## src/rtl/cat_deploy_ctrl.sv

```systemverilog
// Card-deploy controller: money/purse economy, per-card cooldowns and an IDLE->EVAL->ISSUE request FSM.
// Optional fire cannon is built only when FIRE_CANNON_EN is defined.
module cat_deploy_ctrl #(
  parameter logic [13:0] MONEY_MAX   = 14'd9999,
  parameter logic [13:0] INCOME_BASE = 14'd2,
  parameter logic [7:0]  FIRE_CD     = 8'd120
) (
  input  logic        clk,
  input  logic        rst_n,
  input  logic        tick,
  input  logic        click_valid,
  input  logic [2:0]  click_slot,
  input  logic        purse_click,
  input  logic        fire_click,
  output logic [13:0] money,
  output logic [2:0]  purse_level,
  output logic [7:0]  slot_ready,
  output logic        spawn_valid,
  output logic [2:0]  spawn_type,
  output logic        reject,
  output logic        busy,
  output logic        fire_ready,
  output logic        fire_valid
);

  typedef enum logic [1:0] {
    S_IDLE,
    S_EVAL,
    S_ISSUE
  } state_t;

  function automatic logic [13:0] card_cost(input logic [2:0] slot);
    case (slot)
      3'd0:    card_cost = 14'd50;
      3'd1:    card_cost = 14'd100;
      3'd2:    card_cost = 14'd150;
      3'd3:    card_cost = 14'd200;
      3'd4:    card_cost = 14'd300;
      3'd5:    card_cost = 14'd400;
      3'd6:    card_cost = 14'd500;
      default: card_cost = 14'd750;
    endcase
  endfunction

  function automatic logic [5:0] card_reload(input logic [2:0] slot);
    case (slot)
      3'd0:    card_reload = 6'd10;
      3'd1:    card_reload = 6'd15;
      3'd2:    card_reload = 6'd20;
      3'd3:    card_reload = 6'd25;
      3'd4:    card_reload = 6'd30;
      3'd5:    card_reload = 6'd40;
      3'd6:    card_reload = 6'd50;
      default: card_reload = 6'd60;
    endcase
  endfunction

  state_t      state_q, state_d;
  logic        req_card_q;
  logic [2:0]  req_slot_q;
  logic        grant_q, grant_d;
  logic [13:0] money_q, money_d;
  logic [2:0]  level_q, level_d;
  logic [5:0]  cd_q [8];
  logic [5:0]  cd_d [8];
  logic        spawn_valid_q, reject_q;
  logic [2:0]  spawn_type_q;

  logic [3:0]  level_inc;
  logic [13:0] purse_cost;
  logic        issue, card_grant, purse_grant;
  logic [13:0] deduct;
  logic [14:0] income, money_sum;

  // NOTE: every always_comb output gets a default first so no path leaves a latch behind.
  always_comb begin
    state_d = state_q;
    case (state_q)
      S_IDLE:  if (click_valid || purse_click) state_d = S_EVAL;
      S_EVAL:  state_d = S_ISSUE;
      S_ISSUE: state_d = S_IDLE;
      default: state_d = S_IDLE;
    endcase
  end

  assign level_inc  = {1'b0, level_q} + 4'd1;
  assign purse_cost = 14'd50 * {10'd0, level_inc};

  always_comb begin
    grant_d = 1'b0;
    if (req_card_q)
      grant_d = (cd_q[req_slot_q] == 6'd0) && (money_q >= card_cost(req_slot_q));
    else
      grant_d = (level_q != 3'd7) && (money_q >= purse_cost);
  end

  // Money can only grow between EVAL and ISSUE, so the registered grant is still affordable here.
  assign issue       = (state_q == S_ISSUE);
  assign card_grant  = issue && grant_q && req_card_q;
  assign purse_grant = issue && grant_q && !req_card_q;

  always_comb begin
    deduct = 14'd0;
    if (card_grant)  deduct = card_cost(req_slot_q);
    if (purse_grant) deduct = purse_cost;
    income    = tick ? ({1'b0, INCOME_BASE} * {11'd0, level_inc}) : 15'd0;
    money_sum = {1'b0, money_q} - {1'b0, deduct} + income;
    money_d   = (money_sum > {1'b0, MONEY_MAX}) ? MONEY_MAX : money_sum[13:0];
    level_d   = purse_grant ? (level_q + 3'd1) : level_q;
  end

  always_comb begin
    for (int i = 0; i < 8; i++) begin
      cd_d[i] = cd_q[i];
      if (card_grant && (req_slot_q == 3'(i)))
        cd_d[i] = card_reload(3'(i));
      else if (tick && (cd_q[i] != 6'd0))
        cd_d[i] = cd_q[i] - 6'd1;
    end
  end

  // NOTE: sequential state uses non-blocking assignments only, so every flop sees pre-edge values.
  always_ff @(posedge clk or negedge rst_n) begin
    if (!rst_n) begin
      state_q       <= S_IDLE;
      req_card_q    <= 1'b0;
      req_slot_q    <= 3'd0;
      grant_q       <= 1'b0;
      money_q       <= 14'd0;
      level_q       <= 3'd0;
      spawn_valid_q <= 1'b0;
      spawn_type_q  <= 3'd0;
      reject_q      <= 1'b0;
      // NOTE: the cooldown array is eight small flop counters, not a RAM, so it is reset like any register.
      for (int i = 0; i < 8; i++) cd_q[i] <= 6'd0;
    end else begin
      state_q <= state_d;
      money_q <= money_d;
      level_q <= level_d;
      for (int i = 0; i < 8; i++) cd_q[i] <= cd_d[i];
      if (state_q == S_IDLE) begin
        if (click_valid) begin
          req_card_q <= 1'b1;
          req_slot_q <= click_slot;
        end else if (purse_click) begin
          req_card_q <= 1'b0;
        end
      end
      if (state_q == S_EVAL) grant_q <= grant_d;
      spawn_valid_q <= card_grant;
      reject_q      <= issue && !grant_q;
      if (card_grant) spawn_type_q <= req_slot_q;
    end
  end

  always_comb begin
    slot_ready = 8'd0;
    for (int i = 0; i < 8; i++)
      slot_ready[i] = (cd_q[i] == 6'd0) && (money_q >= card_cost(3'(i)));
  end

  assign money       = money_q;
  assign purse_level = level_q;
  assign spawn_valid = spawn_valid_q;
  assign spawn_type  = spawn_type_q;
  assign reject      = reject_q;
  assign busy        = (state_q != S_IDLE);

`ifdef FIRE_CANNON_EN
  logic [7:0] fire_cd_q;
  logic       fire_valid_q;

  always_ff @(posedge clk or negedge rst_n) begin
    if (!rst_n) begin
      fire_cd_q    <= 8'd0;
      fire_valid_q <= 1'b0;
    end else if (fire_click && (fire_cd_q == 8'd0)) begin
      fire_cd_q    <= FIRE_CD;
      fire_valid_q <= 1'b1;
    end else begin
      fire_valid_q <= 1'b0;
      if (tick && (fire_cd_q != 8'd0)) fire_cd_q <= fire_cd_q - 8'd1;
    end
  end

  assign fire_ready = (fire_cd_q == 8'd0);
  assign fire_valid = fire_valid_q;
`else
  logic unused_fire_click;
  assign unused_fire_click = fire_click;
  assign fire_ready        = 1'b0;
  assign fire_valid        = 1'b0;
`endif

endmodule

```

## config.mk

```make
export PLATFORM = sky130hd
export DESIGN_NAME = cat_deploy_ctrl
export DESIGN_NICKNAME = d
export VERILOG_FILES = /design/src/rtl/cat_deploy_ctrl.sv
export SDC_FILE = /design/constraint.sdc
export NUM_CORES = 1
export LEC_CHECK = 0
export ABC_AREA = 1
export BUFFER_PORTS_ARGS = -buffer_cell sky130_fd_sc_hd__buf_2
export CORE_ASPECT_RATIO = 0.5
export CORE_MARGIN = 2
export CORE_UTILIZATION = 62
export CTS_CLUSTER_DIAMETER = 50
export DETAILED_ROUTE_END_ITERATION = 10
export GPL_ROUTABILITY_DRIVEN = 0
export GPL_TIMING_DRIVEN = 0
export PLACE_DENSITY_LB_ADDON = 0.3
export SYNTH_ARGS = -nofsm -noshare
export SYNTH_HDL_FRONTEND = slang
export SYNTH_SLANG_ARGS = --single-unit
```

## constraint.sdc

```tcl
create_clock -name clk -period 11.65 [get_ports clk]
set_clock_uncertainty 0.2 [all_clocks]
set_input_delay 1.165 -clock clk [delete_from_list [all_inputs] [get_ports clk]]
set_output_delay 1.165 -clock clk [all_outputs]
set_load 0.05 [all_outputs]
```

==> metrics.yaml, run 1 <==
numCtsBuffers: 9
fin_ws_ps: 6949
die-area_sq_mm: 0.01069
place_inst: 1006
synth_top_family_by_area: "simple AND/OR/NAND/NOR gates"
path_cells: "inv_1 > ha_1 > inv_1 > ha_1 > fa_1 > a31o_2 > xnor2_1 > nor2_1 > nor2_1 > ha_1 > ha_1 > nand2_1 > nor2_1 > nand3_1 > nand3_1 > nand2_1 > nand2_1 > nand2_1 > nor2_1 > nand2_2 > nand2_4 > nand2_2"
grt_setup_unrepaired: "no"
synthAdderAreaFrac_pct: 15.32
ff2ff_path_depth: 22
dieWidth_microns: 144.2
setup_violations: 0
cts-resized-gates: 0
drcViolationCount: 0
pre_cts_slack_ps: 7003
wl_per_cell_microns: 14.04
avgSynthCellArea_sq_um: 7.334
wl_met1_microns: 6524
cts_root_buf: "clkbuf_16"
cts.clk_slew.worst_paths_ps: 60
ios: 42
ant_nets: 0
hold_start: "spawn_type[0]"
vias_per_cell: 5.568
grt_overflow: 0
drt-total-wl_microns: 14350
diodes: 0
yosysMostFrequentCell: "nand2_1"
multiInputGateArea_sq_mm: 0.003649
slowest_delay_ps: 470
max_freq_ghz: 0.2127
muxShareOfSynthArea_pct: 0.1848
cts_hold_buf: 0
clk_latency_ps: 340
synth_area_leader_cell: "dfrtp_1"
drive_above_1_share_pct: 12.29
antenna_found_initial: 0
yosys_warnings: 0
path_class: "reg -> reg"
syn_to_final_growth_pct: 11.15
ys_seq_elements: 77
cts_max_level: 3
chipHeight_microns: 74.11
async_flop_share_pct: 100.0
yosys.area_share.simple_pct: 30.98
required_ps: 11670
dp_hpwl_microns: 11200
start_kind: "flop"
postCtsSetupBuffers: 0
netlist_top_cells_count: "174 x nand2_1, 123 x inv_1, 78 x nor2_1, 77 x dfrtp_1, 65 x ha_1"
finalCritPeriodShare_pct: 40.35
synthCells: 831
rows: 25
min_path_cells: 2
synth_top_flop_cell: "dfrtp_1"
grt_max_degree: 59
start_util_pct: 64.09
crit_path_max_fanout: 8
fin_setup_tns_ps: 0
cp.arrival_ps: 4720
synth-compound-area-share_pct: 11.91
rr_endpoint: "money[1]"
slowest_stage: "dfrtp_1"
fin_cells: 1022
fillCellCount: 791
ff_latch_area_sq_mm: 0.001927
first_pass_iters: 5
crit_path_end_kind: "flop"
clock_sinks: 77
synthXorXnorAreaFrac_pct: 1.293
tightestPinTransition_ps: 694.3
synth.cell_area_sq_mm: 0.006095
wl_met3_microns: 875
r2r_start: "purse_level[0]"
clockBufferDepth: 2
holdCritPathClass: "reg -> reg"
synth_top_area_share_pct: 31.62
status: "finished, final reports clean"
portBuffers: 37
ys_seq_area_share_pct: 31.62
slew_violations: 0
core_sq_mm: 0.009509
route.top_layer_used: "met4"
grt_pass1_vias: 5355
period_needed_ps: 4701
holdPathEnd: "spawn_type[0]"
synth_edf_count: 0
wl_met2_microns: 6598
synthTopCellsByArea: "dfrtp_1 32%, ha_1 13%, nand2_1 11%"
rrSetupSlack_ps: 6950
tritoncts: "yes"
dr_total_vias: 5691
yosysUniqueCellTypes: 48
track_usage_pct: 28.27
slew_headroom_pct: 53.71
nets: 962
drt_iter0_markers: 486
hold_viol_final: 0
cap_violations: 0
grt_pass1_wl_microns: 23850
==> state kept, by name, indices dropped and copies added, names as in the netlist <==
signal and cells:
spawn_type 3, cd_q 48, reject 1, req_card_q 1, purse_level 3, money 14
state_q 2, grant_q 1, spawn_valid 1, req_slot_q 3
==> how the worst max path moves through the flow <==
stage                         startpoint         to  slack, ps  depth (start not counted)
after floorplan           purse_level[0]   money[1]       7120                         22
after global placement              tick  money[10]       7070                         17
after detailed placement  purse_level[0]   money[1]       7000                         22
after CTS                 purse_level[0]   money[1]       6980                         22
after global routing      purse_level[0]   money[1]       6590                         21
final                     purse_level[0]   money[1]       6950                         22
==> per-layer routing <==
layer	GRT usage, %	vias up
met4	11.33	0
met3	5.280	34
met1	36.76	2631
met5	0	-
met2	47.88	177
li1	-	2849
==> per-stage QoR <==
stage / instance area [sq um] / hold WS, ps / util (%)
2_1_floorplan: 6102 / 250.8 / -
4_1_cts: 6774 / 283.7 / 71.24
3_5_place_dp: 6486 / 274.0 / 68.21
6_report: 6774 / 284.4 / 71.24
3_3_place_gp: 6456 / 260.9 / 67.89
5_1_grt: 6774 / 318.1 / 71.24
==> worst max-delay path, delay by kind of cell, from the launching register on <==
| family | cells | cell delay, ps |
|---|---|---|
| compound gates | 1 | 230 |
| xor+xnor | 1 | 210 |
| fa+ha+maj | 5 | 1800 |
| buf+inv | 2 | 240 |
| flops | 1 | 470 |
| simple gates | 13 | 1410 |
==> final cells by class <==
type                    count  area share, %
repair buffers             38          3.177
clock inverters             4         0.4618
clock buffers              12          3.786
multi-input cells         619          53.86
plain buffers               5         0.4248
flip-flops and latches     77          28.44
inverters                 132          7.351
well taps                 135          2.494
==> logic make-up after synthesis <==
group,Yosys count
flops,77
compound gates,130
fa+ha+maj,71
other cells,1
xor+xnor,9
simple gates,405
mux,1
buf+inv,137
==> cells in the final DEF, fill, tap and decap left out, drive strengths merged <==
cell	netlist	routed
dfrtp	77	77
o22ai	2	2
inv	130	131
a21oi	58	58
buf	4	42
or2	3	3
a21o	2	2
clkinv	2	5
o211ai	4	4
a41oi	1	1
o31ai	4	4
a21boi	1	1
o21ai	41	41
or3	1	1
xor2	7	7
o21a	3	3
o21bai	1	1
nand3b	5	5
fa	6	6
a31o	2	2
o221ai	2	2
and3	1	1
nor3	28	28
nand3	60	60
nor2	85	85
nand2	199	199
ha	65	65
mux2	1	1
conb	1	3
clkbuf	1	13
nand4	19	19
a211oi	1	1
xnor2	2	2
a31oi	8	8
nor4	4	4
Power of run 1 is left out: the tool's default activity adds up to more than one toggle a clock period on the data nets, which glitch-free logic cannot reach.
==> run 2, diff against run 1 <==
==> constraint.sdc (replaced) <==
create_clock -name clk -period 4.7 [get_ports clk]
set_clock_uncertainty 0.2 [all_clocks]
set_input_delay 0.47 -clock clk [delete_from_list [all_inputs] [get_ports clk]]
set_output_delay 0.47 -clock clk [all_outputs]
set_load 0.05 [all_outputs]
==> run 2 against run 1 <==
Compared with the run above: final cell count rose by 0.29%; critical endpoint unchanged; setup slack got worse by 6800 ps; highest routed layer unchanged; routed wire length rose by 3.0%.
==> metrics.yaml, run 2 (synthesis results as in run 1) <==
cap_violations: 0
slew_violations: 0
largest-register: "cd_q"
drcViolationCount: 0
ios: 42
hold_viol_final: 0
clock_sinks: 77
chipHeight_microns: 74.11
ant_nets: 0
start_util_pct: 64.09
holdWs_ps: 171.0
die-area_sq_mm: 0.01069
start_kind: "flop"
ff_latch_area_sq_mm: 0.001929
crit_path_max_fanout: 8
cts_max_level: 3
cts.clk_slew.worst_paths_ps: 60
core_sq_mm: 0.009509
setup_violations: 0
grt_pass1_vias: 5361
wl_per_cell_microns: 14.42
nets: 965
antenna_found_initial: 0
portBuffers: 37
holdCritPathClass: "in -> reg"
fin_setup_tns_ps: 0
layout_commonest_cell: "nand2_1"
diodes: 0
required_ps: 4720
drt-total-wl_microns: 14790
path_class: "reg -> reg"
fin_cells: 1025
largest_register_ffs: 48
status: "finished, final reports clean"
place_inst: 1006
grt_pass1_wl_microns: 23850
drive_above_1_share_pct: 13.82
dieWidth_microns: 144.2
tightestPinTransition_ps: 699.3
clk_latency_ps: 340
numCtsBuffers: 9
max_freq_ghz: 0.2207
multiInputGateArea_sq_mm: 0.003715
layout_common_cells: "173 x nand2_1, 123 x inv_1, 76 x nor2_1, 75 x dfrtp_1, 61 x ha_1"
fillCellCount: 761
cts_root_buf: "clkbuf_16"
dp_hpwl_microns: 11200
period_needed_ps: 4530
slew_headroom_pct: 53.38
pre_cts_slack_ps: 53.27
tritoncts: "yes"
grt_overflow: 0
finalCritPeriodShare_pct: 96.38
rows: 25
drt_iter0_markers: 570
syn_to_final_growth_pct: 12.69
cp.arrival_ps: 4550
clockBufferDepth: 2
fin_ws_ps: 170.0
dr_total_vias: 5778
crit_path_end_kind: "flop"
track_usage_pct: 28.27
first_pass_iters: 5
vias_per_cell: 5.637
grt_max_degree: 59
-- run 2: cell types whose count changed in the layout (fill, tap and decap cells not counted), sizes merged --
cell,before,now
buf,42,44
dlygate4sd3,0,1
-- run 2: final timing paths --
| check | slack [ps] | to | startpoint | depth (start not counted) |
|---|---|---|---|---|
| max in group asynchronous | 3370 | cd_q[16] | rst_n | 3 |
| hold / removal | 170 | req_slot_q[0] | click_slot[0] | 2 |
| setup reg to reg | 170 | money[1] | purse_level[1] | 22 |
| min in group asynchronous | 350 | money[2] | rst_n | 2 |
| hold reg to reg | 280 | spawn_type[0] | spawn_type[0] | 2 |
| setup / recovery | 170 | money[1] | purse_level[1] | 22 |
-- run 2: per-stage QoR --
step           instance area (sq um)  utilization [%]
6_report                        6868            72.22
2_1_floorplan                   6102                -
5_1_grt                         6868            72.22
3_3_place_gp                    6456            67.89
4_1_cts                         6784            71.34
3_5_place_dp                    6486            68.21
-- run 2: cell type report --
type	instances	area share, %
repair buffers	41	3.498
well taps	135	2.459
clock buffers	12	3.735
inverters	132	7.251
flip-flops and latches	77	28.09
clock inverters	4	0.4555
multi-input cells	619	54.09
plain buffers	5	0.4190
-- run 2: per-layer routing --
| metal | GRT usage (%) | routed length (microns) | vias to the layer above |
|---|---|---|---|
| met3 | 5.280 | 888 | 39 |
| li1 | - | - | 2846 |
| met2 | 47.88 | 6910 | 193 |
| met4 | 11.33 | 357 | 0 |
| met1 | 36.76 | 6628 | 2700 |
| met5 | 0 | 0 | - |
-- run 2: repair_timing --
item / CTS / global route
endpoints found under the hold margin: 19 / 0
gates resized for setup: 0 / 15
setup buffers: 0 / 2
endpoints found under the setup margin: 0 / 14
hold buffers: 1 / 0
-- run 2: worst max-delay path: stages (launching register included) --
cell and delay [ps]:
dfrtp_2 450, ha_1 200, ha_2 380, ha_1 250, ha_1 200, ha_1 310, a31o_2 270, xnor2_2 140
nor2_1 100, nor2_1 60, ha_1 330, ha_4 310, nand2_1 100, nor2_1 160, nand3_1 120, nand3_1 100
nand2_1 50, nand2_1 70, nand2_1 110, a21boi_2 190, nand2_4 120, nand2_8 140, nand2_2 60
Power of run 2 is left out for the same reason.
==> run 3, diff against run 2 <==
--- a/config.mk
+++ b/config.mk
@@ -14,6 +14,7 @@
 export DETAILED_ROUTE_END_ITERATION = 10
 export GPL_ROUTABILITY_DRIVEN = 0
 export GPL_TIMING_DRIVEN = 0
+export MAX_ROUTING_LAYER = met4
 export PLACE_DENSITY_LB_ADDON = 0.3
 export SYNTH_ARGS = -nofsm -noshare
 export SYNTH_HDL_FRONTEND = slang
==> run 3 against run 2 <==
Compared with the run above: final cell count did not move; global-route usage rose by 0.96 points; clock-buffer cell count did not move; setup slack got worse by 9.2 ps; largest cell class unchanged.
==> metrics.yaml, run 3 (synthesis results as in run 1) <==
status: "finished, final reports clean"
rows: 25
syn_to_final_growth_pct: 12.65
clockBufferDepth: 2
ff_latch_area_sq_mm: 0.001929
grt_pass1_wl_microns: 23860
antenna_found_initial: 0
fin_setup_tns_ps: 0
chipHeight_microns: 74.11
cp.arrival_ps: 4560
drt-total-wl_microns: 14790
finalCritPeriodShare_pct: 96.58
first_pass_iters: 6
grt_pass1_vias: 5356
fillCellCount: 762
clock_sinks: 77
clk_latency_ps: 340
nets: 965
path_class: "reg -> reg"
dp_hpwl_microns: 11200
layout_common_cells: "173 x nand2_1, 123 x inv_1, 76 x nor2_1, 75 x dfrtp_1, 62 x ha_1"
cap_violations: 0
numCtsBuffers: 9
tritoncts: "yes"
required_ps: 4720
cts.clk_slew.worst_paths_ps: 60
max_freq_ghz: 0.2203
largest_register_ffs: 48
layout_commonest_cell: "nand2_1"
rr_endpoint: "money[1]"
diodes: 0
start_util_pct: 64.09
worstSetupEndpoint: "money[1]"
ff2ff_path_depth: 22
start_kind: "flop"
setup_violations: 0
vias_per_cell: 5.645
crit_start: "purse_level[1]"
hold_viol_final: 0
crit_path_end_kind: "flop"
largest-register: "cd_q"
portBuffers: 37
period_needed_ps: 4539
dieWidth_microns: 144.2
rrSetupSlack_ps: 160
ant_nets: 0
drive_above_1_share_pct: 13.71
grt_overflow: 0
tightestPinTransition_ps: 713.6
holdCritPathClass: "in -> reg"
multiInputGateArea_sq_mm: 0.003712
dr_total_vias: 5786
die-area_sq_mm: 0.01069
core_sq_mm: 0.009509
drcViolationCount: 0
drt_iter0_markers: 576
r2r_start: "purse_level[1]"
cts_root_buf: "clkbuf_16"
track_usage_pct: 29.23
cts_max_level: 3
wl_per_cell_microns: 14.43
crit_path_max_fanout: 8
ios: 42
slew_headroom_pct: 52.43
slew_violations: 0
grt_max_degree: 59
==> run 3: worst min path at each step <==
stage	startpoint	to	slack [ps]	cells after the start
detailed placement	rst_n	money[2]	180	1
finish	click_slot[0]	req_slot_q[0]	170	2
floorplan	rst_n	cd_q[0]	-30	0
global placement	spawn_type[0]	spawn_type[0]	260	2
global route	click_slot[0]	req_slot_q[0]	180	2
CTS	click_slot[0]	req_slot_q[0]	170	2
==> run 3: area by class of cell <==
type | count | area share (%)
Sequential cell | 77 | 28.10
Tap cell | 135 | 2.460
Multi-Input combinational cell | 619 | 54.07
Timing Repair Buffer | 41 | 3.499
Clock buffer | 12 | 3.736
Inverter | 132 | 7.254
Clock inverter | 4 | 0.4556
Buffer | 5 | 0.4192
==> run 3: through the flow <==
step	area, sq um	hold WS (ps)	setup WS (ps)	cells	utilization, %
after floorplan	6102	-25.59	169.3	833	-
after global placement	6456	260.9	132.0	1005	67.89
after detailed placement	6486	178.3	53.27	1006	68.21
after CTS	6784	170.0	25.73	1023	71.34
after global routing	6865	176.6	-43.45	1025	72.20
final	6865	169.3	160.7	1025	72.20
==> run 3: timing repair <==
action	CTS	global route
gates resized for setup	0	14
hold endpoints to repair	19	0
setup buffers	0	2
hold buffers	1	0
endpoints found under the setup margin	0	14
==> run 3: layer usage <==
metal | vias to the layer above | track usage [%] | share of wire [%]
met5 | - | - | 0
met4 | 0 | 11.33 | 2.5
met3 | 43 | 5.280 | 5.8
met2 | 178 | 47.94 | 47
met1 | 2717 | 36.76 | 45
li1 | 2848 | - | -
==> run 3: critical path: stages (launching register included) <==
cell and delay, ps:
dfrtp_2 450, ha_1 200, ha_2 380, ha_1 250, ha_1 200, ha_1 310, a31o_2 270, xnor2_2 140
nor2_1 100, nor2_1 60, ha_1 340, ha_4 310, nand2_1 100, nor2_1 160, nand3_1 110, nand3_1 100
nand2_1 50, nand2_1 70, nand2_1 110, a21boi_2 190, nand2_4 120, nand2_8 140, nand2_2 60
Power of run 3 is left out for the same reason.
